[src/rtl/load_store_unit_pkg.sv]
// Shared funct3 codes, FSM state encoding and access-size helpers for the load/store unit.
// Optional feature macro: LSU_MISALIGN_TRAP_EN (misaligned requests are dropped and flagged).
`default_nettype none

package load_store_unit_pkg;

  localparam logic [2:0] F3_B  = 3'b000;
  localparam logic [2:0] F3_H  = 3'b001;
  localparam logic [2:0] F3_W  = 3'b010;
  localparam logic [2:0] F3_BU = 3'b100;
  localparam logic [2:0] F3_HU = 3'b101;

  typedef enum logic [2:0] {
    ST_IDLE   = 3'd0,
    ST_LOAD   = 3'd1,
    ST_RMW_RD = 3'd2,
    ST_WRITE  = 3'd3,
    ST_DONE   = 3'd4
  } lsu_state_e;

  typedef enum logic [1:0] {
    SZ_BYTE = 2'd0,
    SZ_HALF = 2'd1,
    SZ_WORD = 2'd2
  } lsu_size_e;

  // Unused funct3 codes fall through to a full-word access.
  function automatic lsu_size_e f3_size(input logic [2:0] f3);
    case (f3)
      F3_B, F3_BU: return SZ_BYTE;
      F3_H, F3_HU: return SZ_HALF;
      default:     return SZ_WORD;
    endcase
  endfunction

  function automatic logic is_misaligned(input logic [2:0] f3, input logic [1:0] addr_lo);
    case (f3_size(f3))
      SZ_HALF: return addr_lo[0];
      SZ_WORD: return (addr_lo != 2'b00);
      default: return 1'b0;
    endcase
  endfunction

endpackage

`default_nettype wire

[src/rtl/load_store_unit_byte_lane.sv]
// Combinational lane logic: load extract/extend and sub-word store merge.
`default_nettype none

module load_store_unit_byte_lane
  import load_store_unit_pkg::*;
(
  input  logic [31:0] word_i,
  input  logic [2:0]  funct3_i,
  input  logic [1:0]  addr_lo_i,
  input  logic [31:0] wdata_i,
  output logic [31:0] load_o,
  output logic [31:0] merged_o
);

  logic [7:0]  byte_v;
  logic [15:0] half_v;
  lsu_size_e   size;

  assign size = f3_size(funct3_i);

  always_comb begin
    byte_v = word_i[7:0];
    case (addr_lo_i)
      2'd1:    byte_v = word_i[15:8];
      2'd2:    byte_v = word_i[23:16];
      2'd3:    byte_v = word_i[31:24];
      default: byte_v = word_i[7:0];
    endcase
    half_v = addr_lo_i[1] ? word_i[31:16] : word_i[15:0];
  end

  // funct3[2] distinguishes the unsigned load variants.
  always_comb begin
    load_o = word_i;
    case (size)
      SZ_BYTE: load_o = funct3_i[2] ? {24'd0, byte_v} : {{24{byte_v[7]}}, byte_v};
      SZ_HALF: load_o = funct3_i[2] ? {16'd0, half_v} : {{16{half_v[15]}}, half_v};
      default: load_o = word_i;
    endcase
  end

  always_comb begin
    merged_o = word_i;
    case (size)
      SZ_BYTE: begin
        case (addr_lo_i)
          2'd1:    merged_o[15:8]  = wdata_i[7:0];
          2'd2:    merged_o[23:16] = wdata_i[7:0];
          2'd3:    merged_o[31:24] = wdata_i[7:0];
          default: merged_o[7:0]   = wdata_i[7:0];
        endcase
      end
      SZ_HALF: begin
        if (addr_lo_i[1]) merged_o[31:16] = wdata_i[15:0];
        else              merged_o[15:0]  = wdata_i[15:0];
      end
      default: merged_o = wdata_i;
    endcase
  end

endmodule

`default_nettype wire

[src/rtl/load_store_unit.sv]
// MEM-stage load/store initiator for a word-addressed data memory; sub-word stores use read-modify-write.
// Optional feature macro: LSU_MISALIGN_TRAP_EN.
`default_nettype none

module load_store_unit
  import load_store_unit_pkg::*;
#(
  parameter int ADDR_W = 32
) (
  input  logic              clk,
  input  logic              rst,
  input  logic              req_valid,
  input  logic              req_write,
  input  logic [2:0]        req_funct3,
  input  logic [ADDR_W-1:0] req_addr,
  input  logic [31:0]       req_wdata,
  output logic              stall,
  output logic              done,
  output logic [31:0]       rdata,
  output logic              misaligned,
  output logic              mem_read,
  output logic              mem_write,
  output logic [ADDR_W-1:0] mem_address,
  output logic [31:0]       mem_write_data,
  input  logic [31:0]       mem_read_data
);

  lsu_state_e        state_q, state_d;
  logic [ADDR_W-1:0] addr_q;
  logic [2:0]        funct3_q;
  logic [31:0]       wword_q;
  logic [31:0]       rdata_q;
  logic [31:0]       lane_load;
  logic [31:0]       lane_merged;
  logic              req_mis;
  logic              accept;

  assign accept = (state_q == ST_IDLE) && req_valid;

`ifdef LSU_MISALIGN_TRAP_EN
  logic mis_q;

  assign req_mis = is_misaligned(req_funct3, req_addr[1:0]);

  always_ff @(posedge clk or posedge rst) begin
    if (rst)         mis_q <= 1'b0;
    else if (accept) mis_q <= req_mis;
  end

  assign misaligned = (state_q == ST_DONE) && mis_q;
`else
  assign req_mis    = 1'b0;
  assign misaligned = 1'b0;
`endif

  load_store_unit_byte_lane u_lane (
    .word_i    (mem_read_data),
    .funct3_i  (funct3_q),
    .addr_lo_i (addr_q[1:0]),
    .wdata_i   (wword_q),
    .load_o    (lane_load),
    .merged_o  (lane_merged)
  );

  always_comb begin
    state_d   = state_q;
    stall     = 1'b0;
    done      = 1'b0;
    mem_read  = 1'b0;
    mem_write = 1'b0;
    case (state_q)
      ST_IDLE: begin
        if (req_valid) begin
          stall = 1'b1;
          if (req_mis)                            state_d = ST_DONE;
          else if (!req_write)                    state_d = ST_LOAD;
          else if (f3_size(req_funct3) == SZ_WORD) state_d = ST_WRITE;
          else                                    state_d = ST_RMW_RD;
        end
      end
      ST_LOAD: begin
        stall    = 1'b1;
        mem_read = 1'b1;
        state_d  = ST_DONE;
      end
      ST_RMW_RD: begin
        stall    = 1'b1;
        mem_read = 1'b1;
        state_d  = ST_WRITE;
      end
      ST_WRITE: begin
        stall     = 1'b1;
        mem_write = 1'b1;
        state_d   = ST_DONE;
      end
      ST_DONE: begin
        done    = 1'b1;
        state_d = ST_IDLE;
      end
      default: state_d = ST_IDLE;
    endcase
  end

  // wword_q carries the store data until RMW_RD replaces it with the merged word.
  always_ff @(posedge clk or posedge rst) begin
    if (rst) begin
      state_q  <= ST_IDLE;
      addr_q   <= '0;
      funct3_q <= 3'd0;
      wword_q  <= 32'd0;
      rdata_q  <= 32'd0;
    end else begin
      state_q <= state_d;
      if (accept) begin
        addr_q   <= req_addr;
        funct3_q <= req_funct3;
        wword_q  <= req_wdata;
        rdata_q  <= 32'd0;
      end
      if (state_q == ST_LOAD)   rdata_q <= lane_load;
      if (state_q == ST_RMW_RD) wword_q <= lane_merged;
    end
  end

  assign rdata          = rdata_q;
  assign mem_address    = (state_q == ST_IDLE) ? '0 : {2'b00, addr_q[ADDR_W-1:2]};
  assign mem_write_data = (state_q == ST_WRITE) ? wword_q : 32'd0;

endmodule

`default_nettype wire

[config.mk]
export PLATFORM = sky130hd
export DESIGN_NAME = load_store_unit
export DESIGN_NICKNAME = d
export VERILOG_FILES = /design/src/rtl/load_store_unit_pkg.sv /design/src/rtl/load_store_unit_byte_lane.sv /design/src/rtl/load_store_unit.sv
export SDC_FILE = /design/constraint.sdc
export NUM_CORES = 1
export LEC_CHECK = 0
export ABC_CLOCK_PERIOD_IN_PS = 4250
export CAP_MARGIN = 0
export CORE_ASPECT_RATIO = 0.5
export CORE_UTILIZATION = 60
export CTS_CLUSTER_SIZE = 12
export DETAILED_ROUTE_END_ITERATION = 7
export DONT_BUFFER_PORTS = 1
export GPL_TIMING_DRIVEN = 0
export PLACE_DENSITY = 0.78
export SYNTH_ARGS = -nofsm -noshare
export SYNTH_HDL_FRONTEND = slang
export SYNTH_HIERARCHICAL = 1
export SYNTH_SLANG_ARGS = --single-unit
[constraint.sdc]
create_clock -name clk -period 4.25 [get_ports clk]
set_clock_uncertainty 0.15 [all_clocks]
set_input_delay 1.0625 -clock clk [delete_from_list [all_inputs] [get_ports clk]]
set_output_delay 1.0625 -clock clk [all_outputs]
set_load 0.03 [all_outputs]
==> impl_metrics.py <==
metrics = {
    "power_and_ir_drop": {
        "p_clk_share_pct": 12.8,
        "combPwrFrac_pct": 56.3,
        "internal_power_uw": 3340,
        "p_leak_uw": 0.00303,
        "vdd_drop_max_mv": 0.680,
        "p_sw_share_pct": 49.2,
        "power_uw": 6580,
        "net-switching-power_uw": 3240,
        "pwr-share-seq_pct": 31.0,
        "p_per_area_nw_per_um2": 969,
    },
    "global_route": {
        "grt_pass1_vias": 4954,
        "grt_usage_pct": 34.5,
        "antenna_found_initial": 0,
        "grt_overflow": 0,
        "grt_pass1_wl_um": 28300,
        "grt_start_max_net_pins": 76,
    },
    "cells_and_area": {
        "num_antenna_cells": 0,
        "finalNetCount": 738,
        "drive_gt1_share_pct": 18.3,
        "layout_common_cells": "102 x dfrtp_1, 57 x a22oi_1, 44 x mux2_2",
        "area_growth_pct": 8.00,
        "final_common_cell": "dfrtp_1",
    },
    "timing": {
        "rsz0062_at_grt": "false",
        "setup_viol": 0,
        "report.final.slew_viol_count": 0,
        "setup_tns_ns": 0,
        "fin_crit_sh_pct": 82.3,
        "slew-limit-headroom_pct": 26.0,
        "finalHoldViolCount": 0,
        "worstMarginPinSlew_ns": 1.11,
        "min_period_ns": 3.50,
        "fmax_mhz": 286,
    },
    "logic_synthesis": {
        "ys_types": 44,
        "ys_seq_area_share_pct": 40.6,
        "synth_top_cell_by_area": "dfrtp_1",
        "synth_seq_cells": 102,
        "synth_edf_count": 0,
        "synth-main-ff-cell": "dfrtp_1",
        "synth-async-reset-ratio_pct": 100,
        "synthTopCellsByArea": "dfrtp_1 41%, mux2_2 7.9%, a22oi_1 6.8%",
        "syn_inst": 621,
        "avgSynthCellArea_um2": 10.1,
        "ys_warn_count": 6,
        "syn_area_um2": 6290,
        "synth_top_area_share_pct": 40.6,
    },
    "detailed_routing": {
        "ant_nets": 0,
        "route.detailed.drc": 0,
        "post_drt_via_cell_ratio": 6.86,
        "routed_wl_um": 18800,
        "dr.pass1.iters": 6,
        "initialDrtViolationCount": 582,
        "avgRoutedWirePerCell_um": 24.2,
        "vias": 5317,
    },
    "flow_run": {
        "maxCapViolCount": 0,
    },
    "cts": {
        "post-cts-setup-buffers": 0,
        "clkSlewWorstSetupHoldPaths_ns": 0.07,
        "post_cts_resize_count": 0,
        "cts_made_buffers": 9,
        "cts_tree": "yes",
        "root_buffer": "clkbuf_16",
        "clock_path_buffers": 2,
        "h-tree-depth": 3,
        "cts.sinks": 102,
        "ctsHoldBuffers": 0,
        "clock_latency_ns": 0.35,
    },
    "floorplan": {
        "rows": 25,
        "ios": 204,
        "fp.dieH_um": 74.4,
        "die-area_um2": 10900,
        "start_util_pct": 64.2,
        "die-width_um": 147,
        "core_area_um2": 9790,
    },
    "setup_path": {
        "path_class": "register to primary output",
        "rr_startpoint": "funct3_q[1]",
        "cp.required_ns": 3.04,
        "regToRegSetupSlack_ns": 1.96,
        "critPathMaxFanout": 10,
        "critPathCaptureType": "primary output",
        "crit_start": "state_q[0]",
        "startpoint_type": "register",
        "r2r-end": "rdata[15]",
        "arrival_ns": 2.28,
        "rr_worst_depth": 6,
    },
    "hold_path": {
        "min_from": "addr_q[23]",
        "hold-path-cell-count": 1,
        "hold_class": "register to register",
        "min_to": "addr_q[23]",
    },
    "placement": {
        "io_buffers": 0,
        "place_hpwl_um": 14100,
        "place.gp.congestion": 0.948,
    },
    "outcome": {
        "status": "completed",
    },
}
## per-layer routing
metal	track usage [%]	vias to the layer above	share of wire, %	wire length, um
met5	0	-	0	0
met4	11.8	0	2.5	469
met3	12.7	49	12	2210
met2	52.4	322	45	8370
met1	46.3	2592	41	7720
li1	-	2354	-	-
## metrics by stage
step / util, % / cells / cell area [um2] / hold WS, ns / setup WS (ns)
6_report: 69.3 / 775 / 6790 / 0.351 / 0.754
5_1_grt: 69.3 / 775 / 6790 / 0.364 / 0.624
4_1_cts: 69.3 / 775 / 6790 / 0.354 / 0.786
3_5_place_dp: 66.3 / 759 / 6490 / 0.338 / 1.16
3_3_place_gp: 66.0 / 758 / 6460 / 0.328 / -0.628
2_1_floorplan: - / 623 / 6290 / 0.321 / 0.362
## area by class of cell
type	count	area [um2]
sequential	102	2550
clock buffer	9	225
clock inverter	7	71.3
fill	757	3000
buffer	67	378
tap	135	169
inverter	5	21.3
multi-input combinational	449	3340
timing repair buffer	1	27.5
## sequential cells by signal (all words and copies together) (netlist names)
name / flops
rdata: 32
state_q: 3
wword_q: 32
funct3_q: 3
addr_q: 32
## worst max-delay path by stage
stage	end	slack, ns
6_report	mem_read	0.75
5_1_grt	mem_read	0.62
4_1_cts	mem_read	0.79
3_5_place_dp	mem_read	1.16
3_3_place_gp	rdata[30]	-0.63
2_1_floorplan	addr_q[0]	0.36
## logic make-up after synthesis
kind of cell	count (synthesis)	synth area share, %
AOI/OAI and AO/OA	193	22.6
and+or+nand+nor	169	14.8
DFF	102	40.6
muxes	84	15.6
buffers and inverters	72	6.31
other	1	0.0597
## cell usage after synthesis, types with 2 or more instances
| library cell | instances |
|---|---|
| a211oi_1 | 7 |
| a21oi_1 | 35 |
| a221o_1 | 8 |
| a22o_1 | 32 |
| a22oi_1 | 57 |
| and2_1 | 8 |
| and3_1 | 32 |
| buf_2 | 20 |
| buf_4 | 5 |
| buf_6 | 11 |
| clkbuf_1 | 30 |
| dfrtp_1 | 102 |
| inv_1 | 3 |
| mux2_2 | 44 |
| mux2i_1 | 33 |
| mux4_2 | 7 |
| nand2_1 | 26 |
| nand2b_1 | 7 |
| nor2_1 | 41 |
| nor2b_1 | 39 |
| nor3_1 | 3 |
| nor3b_1 | 2 |
| o21ai_1 | 17 |
| o221ai_1 | 25 |
| o22ai_1 | 7 |
| or2_2 | 2 |
## power by group through the flow
stage | clock, uW | combinational [uW] | sequential (uW)
5_1_grt | 884 | 3970 | 2080
6_report | 839 | 3700 | 2040
3_5_place_dp | 0 | 3650 | 2040
2_1_floorplan | 0 | 3050 | 1880
4_1_cts | 848 | 3650 | 2020
3_3_place_gp | 0 | 3570 | 2010
## worst max-delay path, stage by stage, from the launching register on
cell and delay (ns):
dfrtp_1 0.46, nor3b_2 0.71, clkbuf_1 0.39, nand2b_1 0.37
Note: power is estimated with default switching activity, not from simulation.
